File: config.mk
export PLATFORM = sky130hd
export DESIGN_NAME = ram_bridge_posted
export DESIGN_NICKNAME = d
export VERILOG_FILES = /design/src/rtl/ram_bridge_posted.sv
export SDC_FILE = /design/constraint.sdc
export NUM_CORES = 1
export LEC_CHECK = 0
export BUFFER_PORTS_ARGS = -buffer_cell sky130_fd_sc_hd__buf_4
export CAP_MARGIN = 10
export CORE_ASPECT_RATIO = 1.2
export CORE_UTILIZATION = 42
export CTS_BUF_LIST = sky130_fd_sc_hd__clkbuf_4
export CTS_CLUSTER_DIAMETER = 120
export DETAILED_ROUTE_END_ITERATION = 16
export SETUP_SLACK_MARGIN = 0.02
export SLEW_MARGIN = 0
export SYNTH_ARGS = -nofsm -noshare
export SYNTH_HDL_FRONTEND = slang
export SYNTH_SLANG_ARGS = --single-unit
export TNS_END_PERCENT = 1
File: constraint.sdc
create_clock -name clock -period 2.4 [get_ports clock]
set_input_delay 0 -clock clock [delete_from_list [all_inputs] [get_ports clock]]
set_output_delay 0 -clock clock [all_outputs]
set_load 0.005 [all_outputs]
File: src/rtl/ram_bridge_posted.sv
// CPU-bus to SDRAM-controller bridge with EMS page windows and a posted-write FIFO.
// Optional read forwarding from pending FIFO entries: define RAM_READ_FORWARD_EN.
module ram_bridge_posted #(
  parameter int ADDR_WIDTH     = 20,
  parameter int CTL_ADDR_WIDTH = 25,
  parameter int EMS_PAGES      = 4,
  parameter int EMS_MAP_WIDTH  = 7,
  parameter int EMS_PAGE_BITS  = 14,
  parameter int FIFO_DEPTH     = 4
) (
  input  logic                               clock,
  input  logic                               reset_n,
  input  logic [ADDR_WIDTH-1:0]              address,
  input  logic [7:0]                         data_in,
  output logic [7:0]                         data_out,
  input  logic                               memory_read_n,
  input  logic                               memory_write_n,
  input  logic                               ram_address_select_n,
  input  logic                               no_command_state,
  input  logic [EMS_PAGES*EMS_MAP_WIDTH-1:0] ems_map,
  input  logic [EMS_PAGES-1:0]               ems_hit,
  output logic                               memory_access_ready,
  output logic [$clog2(FIFO_DEPTH):0]        fifo_level,
  output logic [CTL_ADDR_WIDTH-1:0]          ctl_address,
  output logic [15:0]                        ctl_data_in,
  input  logic [15:0]                        ctl_data_out,
  output logic                               ctl_write_request,
  output logic                               ctl_read_request,
  input  logic                               ctl_write_flag,
  input  logic                               ctl_read_flag,
  input  logic                               ctl_idle,
  output logic                               ctl_enable_refresh,
  output logic [1:0]                         ctl_byte_mask
);
  localparam int PTR_W = $clog2(FIFO_DEPTH);
  localparam int LVL_W = PTR_W + 1;

  localparam logic [2:0] S_IDLE    = 3'd0;
  localparam logic [2:0] S_WR_REQ  = 3'd1;
  localparam logic [2:0] S_WR_WAIT = 3'd2;
  localparam logic [2:0] S_RD_REQ  = 3'd3;
  localparam logic [2:0] S_RD_WAIT = 3'd4;
  localparam logic [2:0] S_RD_DONE = 3'd5;
  localparam logic [2:0] S_ABORT   = 3'd6;

  logic                      w_wr_cmd, w_rd_cmd, w_wr_edge, w_rd_edge;
  logic                      r_wr_cmd_d, r_rd_cmd_d, r_ncs_d;
  logic [2:0]                r_state, w_state_nx;
  logic [CTL_ADDR_WIDTH-1:0] w_xlat_addr;
  logic [CTL_ADDR_WIDTH-1:0] r_fifo_addr [FIFO_DEPTH];
  logic [7:0]                r_fifo_data [FIFO_DEPTH];
  logic [PTR_W-1:0]          r_wptr, r_rptr;
  logic [LVL_W-1:0]          r_count;
  logic                      w_full, w_empty, w_pop, w_push, w_push_new, w_push_pend;
  logic [CTL_ADDR_WIDTH-1:0] w_push_addr;
  logic [7:0]                w_push_data;
  logic                      r_wr_pend;
  logic [CTL_ADDR_WIDTH-1:0] r_pend_addr;
  logic [7:0]                r_pend_data;
  logic                      r_rd_pending, r_ready;
  logic [CTL_ADDR_WIDTH-1:0] r_rd_addr;
  logic [7:0]                r_data_out;
  logic                      w_fwd_hit;
  logic [7:0]                w_fwd_data;
  logic                      w_unused;

  assign w_unused  = ^ctl_data_out[15:8];
  assign w_wr_cmd  = ~ram_address_select_n & ~memory_write_n;
  assign w_rd_cmd  = ~ram_address_select_n & ~memory_read_n;
  assign w_wr_edge = w_wr_cmd & ~r_wr_cmd_d;
  assign w_rd_edge = w_rd_cmd & ~r_rd_cmd_d;

  // Scan high-to-low so the lowest hitting window is the last (winning) assignment.
  always_comb begin
    w_xlat_addr = CTL_ADDR_WIDTH'(address);
    for (int i = EMS_PAGES-1; i >= 0; i--)
      if (ems_hit[i])
        w_xlat_addr = CTL_ADDR_WIDTH'({1'b1, ems_map[i*EMS_MAP_WIDTH +: EMS_MAP_WIDTH],
                                       address[EMS_PAGE_BITS-1:0]});
  end

  assign w_full      = (r_count == LVL_W'(FIFO_DEPTH));
  assign w_empty     = (r_count == '0);
  assign w_pop       = (r_state == S_WR_WAIT) & ~ctl_write_flag;
  assign w_push_new  = w_wr_edge & (~w_full | w_pop);
  assign w_push_pend = r_wr_pend & w_pop;
  assign w_push      = w_push_new | w_push_pend;
  assign w_push_addr = r_wr_pend ? r_pend_addr : w_xlat_addr;
  assign w_push_data = r_wr_pend ? r_pend_data : data_in;
  assign fifo_level  = r_count;

`ifdef RAM_READ_FORWARD_EN
  // Oldest-to-youngest scan: the youngest matching entry wins.
  always_comb begin
    w_fwd_hit  = 1'b0;
    w_fwd_data = 8'h00;
    for (int k = 0; k < FIFO_DEPTH; k++)
      if ((LVL_W'(k) < r_count) && (r_fifo_addr[r_rptr + PTR_W'(k)] == w_xlat_addr)) begin
        w_fwd_hit  = 1'b1;
        w_fwd_data = r_fifo_data[r_rptr + PTR_W'(k)];
      end
  end
`else
  assign w_fwd_hit  = 1'b0;
  assign w_fwd_data = 8'h00;
`endif

  always_ff @(posedge clock) begin
    if (w_push) begin
      r_fifo_addr[r_wptr] <= w_push_addr;
      r_fifo_data[r_wptr] <= w_push_data;
    end
  end

  always_comb begin
    w_state_nx = r_state;
    case (r_state)
      S_IDLE:    if (!w_empty) w_state_nx = S_WR_REQ;
                 else if (r_rd_pending) w_state_nx = S_RD_REQ;
      S_WR_REQ:  if (ctl_write_flag) w_state_nx = S_WR_WAIT;
      S_WR_WAIT: if (!ctl_write_flag) w_state_nx = S_IDLE;
      S_RD_REQ:  if (!w_rd_cmd) w_state_nx = S_ABORT;
                 else if (ctl_read_flag) w_state_nx = S_RD_WAIT;
      S_RD_WAIT: if (!w_rd_cmd) w_state_nx = S_ABORT;
                 else if (!ctl_read_flag) w_state_nx = S_RD_DONE;
      S_RD_DONE: if (!w_rd_cmd) w_state_nx = S_IDLE;
      S_ABORT:   if (ctl_idle) w_state_nx = S_IDLE;
      default:   w_state_nx = S_IDLE;
    endcase
  end

  always_ff @(posedge clock or negedge reset_n) begin
    if (!reset_n) begin
      r_state      <= S_IDLE;
      r_wr_cmd_d   <= 1'b0;
      r_rd_cmd_d   <= 1'b0;
      r_ncs_d      <= 1'b1;  // no refresh pulse straight out of reset
      r_wptr       <= '0;
      r_rptr       <= '0;
      r_count      <= '0;
      r_wr_pend    <= 1'b0;
      r_pend_addr  <= '0;
      r_pend_data  <= 8'h00;
      r_rd_pending <= 1'b0;
      r_ready      <= 1'b1;
      r_rd_addr    <= '0;
      r_data_out   <= 8'h00;
    end else begin
      r_state    <= w_state_nx;
      r_wr_cmd_d <= w_wr_cmd;
      r_rd_cmd_d <= w_rd_cmd;
      r_ncs_d    <= no_command_state;
      if (w_push) r_wptr <= r_wptr + 1'b1;
      if (w_pop)  r_rptr <= r_rptr + 1'b1;
      if (w_push && !w_pop)      r_count <= r_count + 1'b1;
      else if (!w_push && w_pop) r_count <= r_count - 1'b1;

      if (w_wr_edge && w_full && !w_pop) begin
        r_wr_pend   <= 1'b1;
        r_pend_addr <= w_xlat_addr;
        r_pend_data <= data_in;
        r_ready     <= 1'b0;
      end else if (w_push_pend) begin
        r_wr_pend <= 1'b0;
        r_ready   <= 1'b1;
      end

      if (w_rd_edge) begin
        r_rd_addr <= w_xlat_addr;
        if (w_fwd_hit) r_data_out <= w_fwd_data;
        else begin
          r_rd_pending <= 1'b1;
          r_ready      <= 1'b0;
        end
      end

      case (r_state)
        S_RD_REQ, S_RD_WAIT: begin
          if (!w_rd_cmd) begin
            r_rd_pending <= 1'b0;
            r_ready      <= 1'b1;
          end else begin
            if (ctl_read_flag) r_data_out <= ctl_data_out[7:0];
            if (r_state == S_RD_WAIT && !ctl_read_flag) begin
              r_rd_pending <= 1'b0;
              r_ready      <= 1'b1;
            end
          end
        end
        S_ABORT: r_rd_pending <= 1'b0;
        default: ;
      endcase
    end
  end

  always_comb begin
    ctl_write_request = (r_state == S_WR_REQ);
    ctl_read_request  = (r_state == S_RD_REQ);
    ctl_byte_mask     = 2'b00;
    ctl_address       = '0;
    ctl_data_in       = 16'h0000;
    case (r_state)
      S_WR_REQ, S_WR_WAIT: begin
        ctl_byte_mask = 2'b10;
        ctl_address   = r_fifo_addr[r_rptr];
        ctl_data_in   = {8'h00, r_fifo_data[r_rptr]};
      end
      S_RD_REQ, S_RD_WAIT, S_RD_DONE: ctl_address = r_rd_addr;
      S_ABORT:  ctl_byte_mask = 2'b11;
      default: ;
    endcase
  end

  assign memory_access_ready = (w_rd_cmd | w_wr_cmd) ? r_ready : 1'b1;
  assign data_out            = (w_rd_cmd || r_state == S_RD_WAIT) ? r_data_out : 8'h00;
  assign ctl_enable_refresh  = no_command_state & ~r_ncs_d;

endmodule

==> key figures, run 1 <==
Floorplan
  – Die Y: 158.6 um
  – Site row count: 56
  – I/O pins: 143
  – Chip Width: 132.5 um
  – Die area: 21010 um^2
  – Starting Density: 0.4343
  – Core area: 19760 um^2

Cells and area
  – Register area: 5510 um^2
  – Layout area overhead: 26.10%
  – Share of post-route cells with drive strength above 1: 0.4420
  – Fill cells: 1684
  – Final net count: 811
  – Multi-input logic area: 2882 um^2

Clock tree
  – Inserted Clock Buffers: 17
  – Clock Latency Late Sink: 0.54 ns
  – Longest Clk Path Bufs: 2
  – H-Tree Depth: 4
  – TritonCTS clock tree: built
  – Root buf cell: clkbuf_4
  – Clk pin slew, worst setup/hold paths: 0.14 ns
  – Clk sinks: 196

Yosys
  – Register area share after synthesis: 0.6418
  – Share of the synthesized area in the top cell type: 0.4199
  – Fraction of registers with async set/reset: 0.3878
  – Number of synthesized register bits: 196
  – Largest area contributor in the netlist: edfxtp_1
  – Post-synth top flop: edfxtp_1
  – Post-synth EDFFs: 120
  – Commonest cells post-synth: 120 x edfxtp_1, 99 x mux2_2, 74 x dfrtp_1, 30 x mux4_2, 23 x a22o_1
  – Post-synth cell types: 47
  – Syn avg cell area: 16.50 um^2
  – Mapped cell area: 8582 um^2
  – Top cells by area, synth: edfxtp_1 42%, dfrtp_1 22%, mux2_2 13%
  – Count leader, synth: edfxtp_1
  – Syn Inst Count: 520
  – Synth warn: 0

Routing
  – Vias per cell: 5.146
  – Wirelength per Cell: 17.93 um
  – Drt initial violations: 206
  – Final WL: 17860 um
  – Wl on met1: 7435 um
  – Top sig layer: met4
  – Routed vias: 5125
  – Metal2 WL: 9734 um
  – 1st-pass router iterations: 4
  – Detail Route Antenna Nets: 0
  – Met3 Wirelength: 530 um
  – DRC violation count after routing: 0

Worst setup path
  – R2R setup slack: 0.13 ns
  – Crit Path Class: register to register
  – Crit start category: register
  – CP endpoint kind: register
  – CP Data Arrival Time: 2.73 ns
  – Required time of the critical path: 2.87 ns
  – CP Max Fanout: 3

Placement
  – Buffers on Ports: 123
  – Placement Setup Slack: 0.06745 ns
  – Hpwl dp: 11390 um
  – RD Place Congestion: 0.7424

Run
  – Max-cap violations: 0

STA
  – Normalized max-slew margin: 0.6135
  – Setup TNS: 0 ns
  – Minimum clock period: 2.266 ns
  – Fin. Hold Viols: 0
  – Final setup viols: 0
  – Highest clock rate: 441.4 MHz
  – Post-route setup slack: 0.1345 ns
  – Final period util: 0.9440
  – RSZ-0062 raised after global routing: true
  – Layout Skew: 0.01263 ns
  – Worst Tran Pin Value: 0.5798 ns
  – Slew Viols, Final: 0

Power
  – Peak VDD IR: 0.4375 mV
  – LEAKAGE: 0.004232 uW
  – Pwr dens: 1006 nW/um^2

Hold path
  – Hold WC Path Type: input pin to register

GRT
  – Largest net degree at the start of global routing: 40
  – Grt total ovfl: 0
  – First-pass GRT wire length: 28190 um
  – Vias in the first global route: 5366
  – Initial antenna violation count: 1
  – GRT Overall Usage: 0.1784

Run status
  – Status: completed
[placed cells by master (no fill, tap or decap), types with 3 or more instances in the layout]
master	count
dfrtp_1	72
clkinv_4	3
ha_1	5
nor2_1	9
o211ai_1	6
and2_2	4
buf_12	5
dlygate4sd3_1	64
clkinvlp_4	4
xnor2_1	4
nor2b_1	15
clkbuf_4	19
nand2_1	9
mux2_2	99
a22o_1	23
conb_1	11
edfxtp_1	120
mux4_2	30
and2_1	8
o21ai_0	3
nand2b_1	8
clkinv_1	3
inv_1	12
buf_4	141
a21oi_1	17
[worst max-delay path: stages, from the launching register on]
cell and delay (ns):
dfrtp_1 0.41, nand2b_2 0.24, nor3_4 0.22, inv_1 0.09, a21oi_2 0.15, ha_1 0.21
inv_1 0.06, fa_1 0.37, xor2_1 0.15, nor2_1 0.15, xor2_1 0.15
[layout make-up]
class / count / share of cell area
clock buffer: 19 / 0.01318
sequential: 196 / 0.5092
inverter: 12 / 0.004162
clock inverter: 13 / 0.01029
timing repair buffer: 210 / 0.1663
tap: 261 / 0.03018
antenna: 2 / 0.0004625
multi-input combinational: 283 / 0.2663
[flip-flops by register name, indices dropped and copies added (netlist names)]
name,cells
r_pend_addr,22
r_ncs_d,1
r_fifo_data,32
r_fifo_addr,88
r_wr_pend,1
r_wptr,2
r_ready,1
r_rd_cmd_d,1
r_rptr,2
r_state,3
fifo_level,3
r_rd_pending,1
r_rd_addr,22
r_wr_cmd_d,1
r_pend_data,8
r_data_out,8
[path summary, 6_finish.rpt]
kind / from / to / cells past startpoint
max: r_state[0]$_DFFE_PN0P_ / fifo_level[2]$_DFFE_PN0P_ / 10
min: ems_map[0] / r_rd_addr[14]$_DFFE_PN0P_ / 4
max reg2reg: r_state[0]$_DFFE_PN0P_ / fifo_level[2]$_DFFE_PN0P_ / 10
min reg2reg: r_pend_addr[7]$_DFFE_PN0P_ / r_pend_addr[7]$_DFFE_PN0P_ / 1
max in group asynchronous: reset_n / r_data_out[7]$_DFFE_PN0P_ / 4
min in group asynchronous: reset_n / r_pend_addr[16]$_DFFE_PN0P_ / 3
[per-stage QoR]
step,cells,area [um^2],hold WS (ns),utilization,power (uW)
after global routing,996,10820,0.008307,0.5477,11550
after detailed placement,897,9910,0.08497,0.5015,9216
after global placement,897,9910,0.06957,0.5015,9082
after floorplan,530,8620,-0.2956,-,7440
final,996,10820,0.05149,0.5477,10880
after CTS,993,10800,0.007489,0.5468,11010
[power by group]
part | internal, uW | switching (uW)
combinational | 2510 | 2020
clock | 533 | 1060
sequential | 4450 | 313
total | 7490 | 3400
[layer usage]
| metal | track usage | vias to the layer above |
|---|---|---|
| li1 | - | 2366 |
| met1 | 0.2144 | 2643 |
| met2 | 0.3271 | 105 |
| met3 | 0.03311 | 11 |
| met4 | 0.05145 | 0 |
| met5 | 0 | - |
[logic make-up (layout without fill, tap and decap cells)]
group                      after synthesis  count (layout)  synth area share
DFF                                    196             196            0.6418
muxes                                  130             130            0.2098
and+or+nand+nor                         68              68           0.04840
AOI/OAI and AO/OA                       62              62           0.05453
buffers and inverters                   51             254           0.02930
adders and majority gates                6               6          0.009622
xor gates and xnor gates                 6               6          0.006123
other                                    1              13         0.0004370
[repair_timing]
item	CTS	global route
setup buffers	0	1
hold buffers	64	0
endpoints found under the setup margin	0	18
hold endpoints to repair	235	0
resized for setup	0	2
Power figures use the tool's default switching activity.
==> run 2, diff against run 1 <==
==> constraint.sdc (replaced) <==
create_clock -name clock -period 2.2 [get_ports clock]
set_input_delay 0 -clock clock [delete_from_list [all_inputs] [get_ports clock]]
set_output_delay 0 -clock clock [all_outputs]
set_load 0.005 [all_outputs]
==> run 2 against run 1 <==
Effect of this change: sequential share of layout area is 1.0 points lower; sequential power is 10% higher; final area up 2.1%; non-clock buffer count grew 13; via count rose by 1.5%; largest cell class unchanged.
==> key figures, run 2 (synthesis gave the netlist of run 1 again) <==
Worst setup path
  – CP startpoint: r_state[0]$_DFFE_PN0P_
  – Worst R2R Start: r_state[0]$_DFFE_PN0P_
  – CP endpoint kind: register
  – CP top delay family: buffers and inverters
  – Crit start category: register
  – CP Data Arrival Time: 2.60 ns
  – R2R setup slack: 0.07 ns
  – CP bufs+invs: 2
  – Slowest CP cell: dlygate4sd3_1
  – CP Max Fanout: 11
  – Crit Path Class: register to register
  – Worst reg2reg path depth: 6
  – Worst flop-to-flop path endpoint: r_data_out[5]$_DFFE_PN0P_
  – WP depth: 6
  – CP endpoint: r_data_out[5]$_DFFE_PN0P_
  – Required time of the critical path: 2.67 ns
  – CP Cell Sequence: buf_4, or2_4, nor2_4, o21bai_4, mux2_2, dlygate4sd3_1
  – Slowest stage delay, CP: 0.56 ns

Placement
  – RD Place Congestion: 0.7449
  – Dpl cell area: 9958 um^2
  – Hpwl dp: 11680 um
  – Buffers on Ports: 123

Routing
  – Wirelength per Cell: 18.44 um
  – Drt initial violations: 319
  – Final WL: 18590 um
  – Routed vias: 5204
  – 1st-pass router iterations: 4
  – Detail Route Antenna Nets: 0
  – DRC violation count after routing: 0
  – Vias per cell: 5.163

STA
  – Worst Tran Pin Value: 0.5429 ns
  – RSZ-0062 raised after global routing: true
  – Fin. Hold Viols: 0
  – Normalized max-slew margin: 0.6381
  – Setup TNS: 0 ns
  – Minimum clock period: 2.125 ns
  – Slew Viols, Final: 0
  – Final period util: 0.9660
  – Final setup viols: 0
  – Highest clock rate: 470.6 MHz
  – Layout Skew: 0.02176 ns

Power
  – Clk pwr share: 0.159
  – Sequential cell fraction of total power: 0.423
  – Gate power share: 0.418
  – Int Pwr: 8508 uW
  – Peak VDD IR: 0.6244 mV
  – LEAKAGE: 0.004333 uW
  – Pwr dens: 1122 nW/um^2
  – Sw power: 3891 uW
  – Total power: 12400 uW
  – Switch share: 0.3138

Run status
  – Status: completed

Cells and area
  – Commonest non-fill, non-tap cell in the layout: buf_4
  – Share of post-route cells with drive strength above 1: 0.4598
  – Largest regs: r_fifo_addr x88, r_fifo_data x32
  – Commonest non-fill, non-tap cells in the layout: 142 x buf_4, 120 x edfxtp_1, 99 x mux2_2, 71 x dfrtp_1, 68 x dlygate4sd3_1
  – Post-route cell area: 11050 um^2
  – Biggest register: r_fifo_addr
  – Layout area overhead: 28.72%
  – Max reg flops: 88
  – Final net count: 824

Clock tree
  – Inserted Clock Buffers: 17
  – TritonCTS clock tree: built
  – Clock Latency Late Sink: 0.57 ns
  – H-Tree Depth: 4
  – Root buf cell: clkbuf_4
  – Clk pin slew, worst setup/hold paths: 0.17 ns
  – Clk sinks: 196
  – Longest Clk Path Bufs: 2

Run
  – Max-cap violations: 0

Floorplan
  – Chip Width: 132.5 um
  – Die area: 21010 um^2
  – Site row count: 56
  – Core area: 19760 um^2
  – Die Y: 158.6 um
  – I/O pins: 143
  – Starting Density: 0.4343

Hold path
  – Hold WC Path Type: input pin to register

GRT
  – First-pass GRT wire length: 29820 um
  – Largest net degree at the start of global routing: 40
  – Grt total ovfl: 0
  – Initial antenna violation count: 1
  – GRT Overall Usage: 0.1909
  – Vias in the first global route: 5565
## run 2: repair_timing
item / 4_1_cts / 5_1_grt
setup buffers: 0 / 1
setup endpoints to repair: 39 / 41
gates cloned: 0 / 0
pin swaps: 1 / 7
gates resized for setup: 11 / 13
endpoints found under the hold margin: 238 / 0
hold buffers: 69 / 0
## run 2: cell type report
| cell class | count | area [um^2] |
|---|---|---|
| inverters | 12 | 45.04 |
| multi-input cells | 283 | 2904 |
| clock inverters | 15 | 172.7 |
| clock buffers | 17 | 127.6 |
| repair buffers | 223 | 1954 |
| well taps | 261 | 326.6 |
| diodes | 1 | 2.502 |
| flip-flops and latches | 196 | 5514 |
| fillers | 1635 | 8712 |
## run 2: metrics by stage
stage / util / worst slack [ns] / cells / hold WS [ns]
3_5_place_dp: 0.5040 / 0.05651 / 905 / 0.03180
4_1_cts: 0.5567 / 0.0007339 / 1006 / 0.01400
2_1_floorplan: - / -0.1523 / 530 / -0.2956
3_3_place_gp: 0.5040 / 0.1204 / 905 / 0.02376
5_1_grt: 0.5591 / -0.03355 / 1008 / 0.04364
6_report: 0.5591 / 0.07486 / 1008 / 0.07866
## run 2: worst min-delay path: stages
cell and delay (ns):
buf_4 0.07, a21oi_1 0.06, a21oi_1 0.19, mux2_2 0.21
## run 2: how the worst min path moves through the flow
stage                            from                           end  slack (ns)  cells after the start
after detailed placement      reset_n     r_data_out[2]$_DFFE_PN0P_        0.03                      1
after floorplan               reset_n     fifo_level[0]$_DFFE_PN0P_       -0.30                      0
final                     ems_map[12]  r_fifo_addr[0][19]$_DFFE_PP_        0.08                      4
after global placement        reset_n     r_data_out[3]$_DFFE_PN0P_        0.02                      1
after CTS                 ems_map[20]  r_fifo_addr[0][20]$_DFFE_PP_        0.01                      5
after global routing       ems_map[8]     r_rd_addr[15]$_DFFE_PN0P_        0.04                      4
## run 2: routing by layer
| layer | vias up | GRT usage | wire length, um |
|---|---|---|---|
| li1 | 2395 | - | - |
| met1 | 2695 | 0.2243 | 7685 |
| met2 | 103 | 0.3539 | 10230 |
| met3 | 11 | 0.03216 | 519 |
| met4 | 0 | 0.06568 | 150 |
| met5 | - | 0 | 0 |
## run 2: power groups by stage
stage	Combinational [uW]	Sequential (uW)	Clock, uW
after global routing	5640	5330	2190
after CTS	5190	5230	2060
after global placement	4720	5260	0
after detailed placement	4840	5310	0
final	5180	5240	1980
after floorplan	2950	5170	0
